<file path="src/rtl/trace_pkg.sv">
// Shared types for the retired-instruction trace buffer: record layout,
// side-effect kind encoding, capture FSM states and the kind classifier.
package trace_pkg;

  typedef enum logic [1:0] {
    KIND_NONE  = 2'd0,
    KIND_LOAD  = 2'd1,
    KIND_STORE = 2'd2,
    KIND_CSR   = 2'd3
  } trace_kind_e;

  typedef enum logic [1:0] {
    ST_RUN   = 2'd0,
    ST_DRAIN = 2'd1,
    ST_DONE  = 2'd2
  } trace_state_e;

  // Field order is MSB first; consumers decode by casting to this struct.
  typedef struct packed {
    logic [31:0] seq;
    logic [31:0] pc;
    logic [31:0] instr;
    logic [31:0] rd_data;
    logic [4:0]  rd;
    logic        rd_we;
    trace_kind_e kind;
    logic [31:0] side_addr;
    logic [31:0] side_data;
    logic        gap;
  } trace_rec_t;

  localparam int TRACE_REC_W = $bits(trace_rec_t);

  // A CSR access wins over memory; a store wins over a load.
  function automatic trace_kind_e classify(input logic csr_valid,
                                           input logic mem_valid,
                                           input logic mem_write,
                                           input logic mem_read);
    trace_kind_e k;
    if (csr_valid) begin
      k = KIND_CSR;
    end else if (mem_valid && mem_write) begin
      k = KIND_STORE;
    end else if (mem_valid && mem_read) begin
      k = KIND_LOAD;
    end else begin
      k = KIND_NONE;
    end
    return k;
  endfunction

endpackage

</file>
<file path="src/rtl/sync_fifo.sv">
// Synchronous FIFO with a registered head output: dout always holds the
// oldest entry (zero when empty), so a push into an empty FIFO becomes
// visible on the following cycle without combinational fall-through.
module sync_fifo #(
  parameter int WIDTH = 8,
  parameter int DEPTH = 16
) (
  input  logic                     clk,
  input  logic                     rst,
  input  logic                     push,
  input  logic [WIDTH-1:0]         din,
  input  logic                     pop,
  output logic [WIDTH-1:0]         dout,
  output logic                     full,
  output logic                     empty,
  output logic [$clog2(DEPTH):0]   level
);

  localparam int AW = $clog2(DEPTH);
  localparam int LW = AW + 1;

  logic [WIDTH-1:0] mem [DEPTH];
  logic [AW-1:0]    rd_ptr;
  logic [AW-1:0]    wr_ptr;

  logic             pop_fire;
  logic             push_fire;
  logic [AW-1:0]    rd_next;
  logic [LW-1:0]    level_next;
  logic [WIDTH-1:0] head_next;

  // Handshake qualification and next-state of pointers, count and head.
  always_comb begin
    pop_fire   = pop && !empty;
    // When full, a same-cycle pop frees the slot the push lands in.
    push_fire  = push && (!full || pop_fire);
    rd_next    = rd_ptr;
    level_next = level + LW'(push_fire) - LW'(pop_fire);
    if (pop_fire) begin
      rd_next = rd_ptr + AW'(1);
    end else begin
      rd_next = rd_ptr;
    end
    if (level_next == LW'(0)) begin
      head_next = '0;
    end else if (push_fire && (wr_ptr == rd_next)) begin
      head_next = din;
    end else begin
      head_next = mem[rd_next];
    end
  end

  // Storage array write; contents need no reset because level gates reads.
  always_ff @(posedge clk) begin
    if (push_fire) begin
      mem[wr_ptr] <= din;
    end
  end

  // Pointers, occupancy, flags and the registered head record.
  always_ff @(posedge clk) begin
    if (rst) begin
      rd_ptr <= '0;
      wr_ptr <= '0;
      level  <= '0;
      full   <= 1'b0;
      empty  <= 1'b1;
      dout   <= '0;
    end else begin
      rd_ptr <= rd_next;
      if (push_fire) begin
        wr_ptr <= wr_ptr + AW'(1);
      end
      level  <= level_next;
      full   <= (level_next == LW'(DEPTH));
      empty  <= (level_next == LW'(0));
      dout   <= head_next;
    end
  end

endmodule

</file>
<file path="src/rtl/trace_commit_buffer.sv">
// Formats each retired instruction into a trace record, queues it for a
// valid/ready consumer, accounts for overflow drops and drains on exit.
module trace_commit_buffer
  import trace_pkg::*;
#(
  parameter int DEPTH = 16,
  parameter int CNT_W = 16
) (
  input  logic                     clk,
  input  logic                     rst,
  input  logic                     wb_instr_retired,
  input  logic [31:0]              wb_pc,
  input  logic [31:0]              wb_instr,
  input  logic                     wb_rd_write,
  input  logic [4:0]               wb_rd,
  input  logic [31:0]              wb_rd_data,
  input  logic                     mem_valid,
  input  logic                     mem_write,
  input  logic                     mem_read,
  input  logic [31:0]              mem_addr,
  input  logic [31:0]              mem_wdata,
  input  logic [31:0]              mem_rdata,
  input  logic                     csr_valid,
  input  logic [11:0]              csr_addr,
  input  logic [31:0]              csr_wdata,
  input  logic                     exit_request,
  output logic                     out_valid,
  input  logic                     out_ready,
  output logic [TRACE_REC_W-1:0]   out_data,
  output logic [$clog2(DEPTH):0]   level,
  output logic [CNT_W-1:0]         drop_count,
  output logic                     trace_done
);

  trace_state_e     state;
  trace_state_e     state_next;
  logic [31:0]      seq;
  logic             gap_pending;

  logic             fifo_full;
  logic             fifo_empty;
  logic             retire_run;
  logic             pop_fire;
  logic             accept;
  logic             drop;
  trace_rec_t       rec;

  // Saturating increment for the drop counter.
  function automatic logic [CNT_W-1:0] sat_inc(input logic [CNT_W-1:0] v);
    logic [CNT_W-1:0] r;
    if (v == {CNT_W{1'b1}}) begin
      r = v;
    end else begin
      r = v + CNT_W'(1);
    end
    return r;
  endfunction

  // Retire qualification: only RUN captures; a full FIFO drops unless it pops.
  always_comb begin
    retire_run = wb_instr_retired && (state == ST_RUN);
    pop_fire   = out_valid && out_ready;
    accept     = retire_run && (!fifo_full || pop_fire);
    drop       = retire_run && fifo_full && !pop_fire;
  end

  // Build the trace record from the write-back side-effect signals.
  always_comb begin
    rec         = '0;
    rec.seq     = seq;
    rec.pc      = wb_pc;
    rec.instr   = wb_instr;
    rec.rd      = wb_rd;
    rec.rd_we   = wb_rd_write;
    rec.gap     = gap_pending;
    if (wb_rd_write) begin
      rec.rd_data = wb_rd_data;
    end else begin
      rec.rd_data = 32'd0;
    end
    rec.kind = classify(csr_valid, mem_valid, mem_write, mem_read);
    case (rec.kind)
      KIND_CSR: begin
        rec.side_addr = {20'd0, csr_addr};
        rec.side_data = csr_wdata;
      end
      KIND_STORE: begin
        rec.side_addr = mem_addr;
        rec.side_data = mem_wdata;
      end
      KIND_LOAD: begin
        rec.side_addr = mem_addr;
        rec.side_data = mem_rdata;
      end
      default: begin
        rec.side_addr = 32'd0;
        rec.side_data = 32'd0;
      end
    endcase
  end

  // Capture FSM: RUN until exit, DRAIN until the FIFO is empty, then DONE.
  always_comb begin
    case (state)
      ST_RUN: begin
        if (exit_request) begin
          state_next = ST_DRAIN;
        end else begin
          state_next = ST_RUN;
        end
      end
      ST_DRAIN: begin
        if (fifo_empty) begin
          state_next = ST_DONE;
        end else begin
          state_next = ST_DRAIN;
        end
      end
      ST_DONE: begin
        state_next = ST_DONE;
      end
      default: begin
        state_next = ST_RUN;
      end
    endcase
  end

  // State, sequence number, drop accounting, gap flag and done flag.
  always_ff @(posedge clk) begin
    if (rst) begin
      state       <= ST_RUN;
      seq         <= 32'd0;
      drop_count  <= '0;
      gap_pending <= 1'b0;
      trace_done  <= 1'b0;
    end else begin
      state      <= state_next;
      trace_done <= (state_next == ST_DONE);
      // Dropped retires still consume a sequence number so gaps are visible.
      if (retire_run) begin
        seq <= seq + 32'd1;
      end
      if (drop) begin
        drop_count  <= sat_inc(drop_count);
        gap_pending <= 1'b1;
      end else if (accept) begin
        gap_pending <= 1'b0;
      end
    end
  end

  sync_fifo #(
    .WIDTH (TRACE_REC_W),
    .DEPTH (DEPTH)
  ) u_fifo (
    .clk   (clk),
    .rst   (rst),
    .push  (accept),
    .din   (rec),
    .pop   (pop_fire),
    .dout  (out_data),
    .full  (fifo_full),
    .empty (fifo_empty),
    .level (level)
  );

  assign out_valid = !fifo_empty;

endmodule

</file>
<file path="config.mk">
export PLATFORM = sky130hd
export DESIGN_NAME = trace_commit_buffer
export DESIGN_NICKNAME = d
export VERILOG_FILES = /design/src/rtl/trace_pkg.sv /design/src/rtl/sync_fifo.sv /design/src/rtl/trace_commit_buffer.sv
export SDC_FILE = /design/constraint.sdc
export NUM_CORES = 2
export LEC_CHECK = 0
export CORE_MARGIN = 1.5
export CORE_UTILIZATION = 60
export CTS_BUF_LIST = sky130_fd_sc_hd__clkbuf_16
export DETAILED_ROUTE_END_ITERATION = 12
export PLACE_DENSITY = 0.84
export SETUP_SLACK_MARGIN = 0.4
export SYNTH_ARGS = -nofsm -noshare
export SYNTH_HDL_FRONTEND = slang
export SYNTH_HIERARCHICAL = 1
export SYNTH_SLANG_ARGS = --single-unit
</file>
<file path="constraint.sdc">
create_clock -name clk -period 24.5 [get_ports clk]
set_input_delay 2.45 -clock clk [delete_from_list [all_inputs] [get_ports clk]]
set_output_delay 2.45 -clock clk [all_outputs]
set_load 0.03 [all_outputs]
</file>
==> out/qor.yml <==
run_status:
  status: "complete, no violations"
detailed_routing:
  drtIter0Drc: 12570
  wl_met1_um: 125400
  drc: 0
  top_layer: "met5"
  met3_length_um: 51440
  vias: 84450
  ant_nets: 0
  met2_wirelength_um: 184100
  routedWlPerCell_um: 32.17
  drt-total-wl_um: 387300
  via_per_inst: 7.015
  first_pass_iters: 10
finish:
  fin_util: 0.6852
  syn2layout_area_growth_pct: 13.62
  fin_cells: 12040
  fin_nets: 9009
  n_fill_cell: 13300
  drive_gt1_frac: 0.1382
job:
  maxCapViolations: 0
critical_path:
  cp_num_buf_inv: 8
  crit_required_ns: 25.27
  cp.arrival_ns: 9.55
  cp_num_cells: 14
  end_kind: "register"
  rr_worst_depth: 13
  critPathKind: "input port to register"
  cp-start-kind: "input port"
  cp_max_fo: 129
  cp_top_family: "buffers and inverters"
  cp_common_cell: "buf_4"
  max_stage_delay_ns: 0.84
  crit_chain: "clkdlybuf4s50_1, nand2b_1, inv_1, nand2b_4, inv_6, xnor2_4, buf_4, buf_4, buf_12, buf_4, buf_4, mux4_2, o22ai_1, o32ai_1"
  slowest_stage: "buf_4"
place:
  dp_hpwl_um: 187400
  dp.cells: 11400
  gp_congestion: 0.7872
  portBuffers: 474
logic_synthesis:
  synth_enable_flop_cells: 3216
  synth_fp_nets: 8616
  yosysWarnings: 6
  ys_types: 76
  synth_flop_cell: "edfxtp_1"
  syn_inst: 8352
  ys_seq_area_frac: 0.7444
  synth_area_um2: 136900
  avgSynthCellArea_um2: 16.40
  synth-seq-cells: 3484
  async_flop_share: 0
sta:
  fmax_mhz: 113.9
  period_minus_slack_ns: 8.780
  finalSetupViolations: 0
  fin_skew_ns: 0.05762
  holdWs_ns: 0.5368
  slew_headroom: 0.04356
  finalHoldViolCount: 0
  slew_violations: 0
  min_period_over_period: 0.3583
  rsz0062_at_grt: "no"
  setup_tns_ns: 0
  tightest_slew_ns: 1.435
min_path:
  whs_path_depth: 2
  hold_path.class: "register to register"
die:
  start_util: 0.6031
  pin_count: 475
  fp.dieH_um: 480.7
  num_rows: 175
  core_um2: 227100
  die_area_um2: 231100
  fp.dieW_um: 480.7
power_and_ir_drop:
  cellInternalPower_uw: 11300
  seqPwrFrac: 0.430
  p_leak_uw: 0.05059
  swShare: 0.3036
  p_total_uw: 16220
  p_per_area_nw_per_um2: 104.3
  vdd_drop_max_v: 0.0001023
  clkPwrFrac: 0.322
  power.share.combinational: 0.248
  p_sw_uw: 4925
global_routing:
  grt_use_total: 0.3322
  overflow: 0
  grt_pass1_vias: 85850
  grt_max_degree: 179
  grt_pass1_wl_um: 560900
  antenna_found_initial: 25
clock_tree:
  cts.clk_slew.worst_paths_ns: 0.07
  clock_insertion_delay_worst_skew_ns: 0.98
  clk_path_buf_depth: 4
  ctsResizeCount: 0
  cts_sinks: 3484
  cts_tree: "built"
  htreeDepth: 5
  postCtsSetupRepairBufs: 0
  cts_root_buffer: "clkbuf_16"
  numCtsBuffers: 349
  cts_hold_buf: 0
[flip-flops by register name (all words and copies together), names as in the netlist]
register	flops
u_fifo/rd_ptr	4
u_fifo/full	1
u_fifo/wr_ptr	4
trace_done	1
seq	32
u_fifo/empty	1
state	2
gap_pending	1
u_fifo/dout	201
u_fifo/mem	3216
u_fifo/level	5
drop_count	16
[cell families after synthesis]
kind of cell,share of synthesized area
muxes,0.09809
xor gates and xnor gates,0.001764
and+or+nand+nor,0.05660
buffers and inverters,0.02500
AOI/OAI and AO/OA,0.07289
adders and majority gates,0.001243
DFF,0.7444
[cell type report]
cell class	instances	area, um^2	area share
Sequential cell	3484	101900	0.6552
Inverter	212	800.8	0.005147
Multi-Input combinational cell	4081	31930	0.2052
Tap cell	3009	3765	0.02420
Timing Repair Buffer	617	6043	0.03884
Clock inverter	261	2146	0.01379
Antenna cell	18	45.04	0.0002895
Clock buffer	356	8909	0.05726
[cell usage in the layout, fill, tap and decap left out, types with 9 or more instances in the layout]
cell type        instances
nor2_1                 105
inv_1                  305
xor2_1                  11
clkbuf_16              356
a31oi_1                180
o31ai_1                 19
a21oi_1                570
ha_1                    11
nor2b_1                 15
edfxtp_1              3216
nand2b_1                41
clkinvlp_4               9
buf_4                  125
nand4_1                 16
bufinv_16               38
diode_2                 18
o21ai_0                108
or4_1                   19
clkdlybuf4s50_1        471
o32ai_1                165
o22ai_1                169
nor3_1                 104
a221oi_1                91
nand2_1               1109
dfxtp_1                266
mux2_2                  99
or3_1                   20
nand3_1                251
mux4_2                 490
a211oi_1                39
clkinv_2                37
a222oi_1                32
and2_1                  56
a32oi_1                 99
buf_12                  19
mux2i_1                128
clkinv_1                72
nor2_4                  18
a22o_1                  12
[worst min-delay path: stages, from the launching register on]
cell and delay, ns:
dfxtp_1 0.34, inv_1 0.08, a211oi_1 0.06
[path summary, 6_finish.rpt]
check                                                    to                        start  slack (ns)
worst max-delay path             u_fifo/dout[59]$_SDFF_PP0_                    out_ready       15.72
worst min-delay path            drop_count[11]$_SDFFE_PP0P_  drop_count[11]$_SDFFE_PP0P_        0.54
worst max register to register   u_fifo/dout[59]$_SDFF_PP0_      u_fifo/empty$_SDFF_PP1_       16.93
worst min register to register  drop_count[11]$_SDFFE_PP0P_  drop_count[11]$_SDFFE_PP0P_        0.54
[per-layer routing]
layer | up-vias | GRT usage
met5 | - | 0
met4 | 20 | 0.1963
met3 | 1575 | 0.07243
met2 | 7306 | 0.5313
met1 | 41750 | 0.4214
li1 | 33800 | -
[synthesized netlist by cell type, types with 12 or more instances]
| library cell | count | area share |
|---|---|---|
| a22o_1 | 12 | 0.00077 |
| a211oi_1 | 39 | 0.0021 |
| o31ai_1 | 20 | 0.0011 |
| edfxtp_1 | 3216 | 0.71 |
| nand4_1 | 16 | 0.00073 |
| a222oi_1 | 32 | 0.0023 |
| inv_1 | 210 | 0.0058 |
| dfxtp_1 | 268 | 0.039 |
| mux2_2 | 99 | 0.0081 |
| a32oi_1 | 99 | 0.0063 |
| nand3_1 | 251 | 0.0092 |
| a21oi_1 | 571 | 0.021 |
| a31oi_1 | 180 | 0.0082 |
| nand2b_1 | 42 | 0.0019 |
| o21ai_0 | 108 | 0.0039 |
| ha_1 | 12 | 0.0011 |
| xor2_1 | 12 | 0.00077 |
| buf_4 | 35 | 0.0019 |
| buf_6 | 15 | 0.0012 |
| mux4_2 | 490 | 0.081 |
| o22ai_1 | 169 | 0.0077 |
| nor2b_1 | 15 | 0.00069 |
| buf_1 | 60 | 0.0016 |
| nor3_1 | 108 | 0.0039 |
| buf_2 | 172 | 0.0063 |
| or3_1 | 20 | 0.00091 |
| o32ai_1 | 165 | 0.011 |
| nand2_1 | 1114 | 0.031 |
| a221oi_1 | 91 | 0.0058 |
| mux2i_1 | 128 | 0.0094 |
| or4_1 | 19 | 0.0010 |
| clkbuf_1 | 291 | 0.0080 |
| nor2_1 | 123 | 0.0034 |
| and2_1 | 56 | 0.0026 |
[power groups by stage]
stage	logic (uW)	registers, uW	clock network [uW]
after CTS	3970	6960	5240
after global placement	3740	7070	0
final	4030	6970	5230
after floorplan	2480	7270	0
after detailed placement	3880	7080	0
after global routing	4220	6980	5450
[metrics by stage]
stage | worst slack (ns) | instance area [um^2]
floorplan | 6.158 | 136900
global placement | 14.90 | 144500
finish | 15.72 | 155600
CTS | 15.71 | 155500
detailed placement | 14.78 | 144500
global route | 15.24 | 155600
Note: power is estimated with default switching activity, not from simulation.
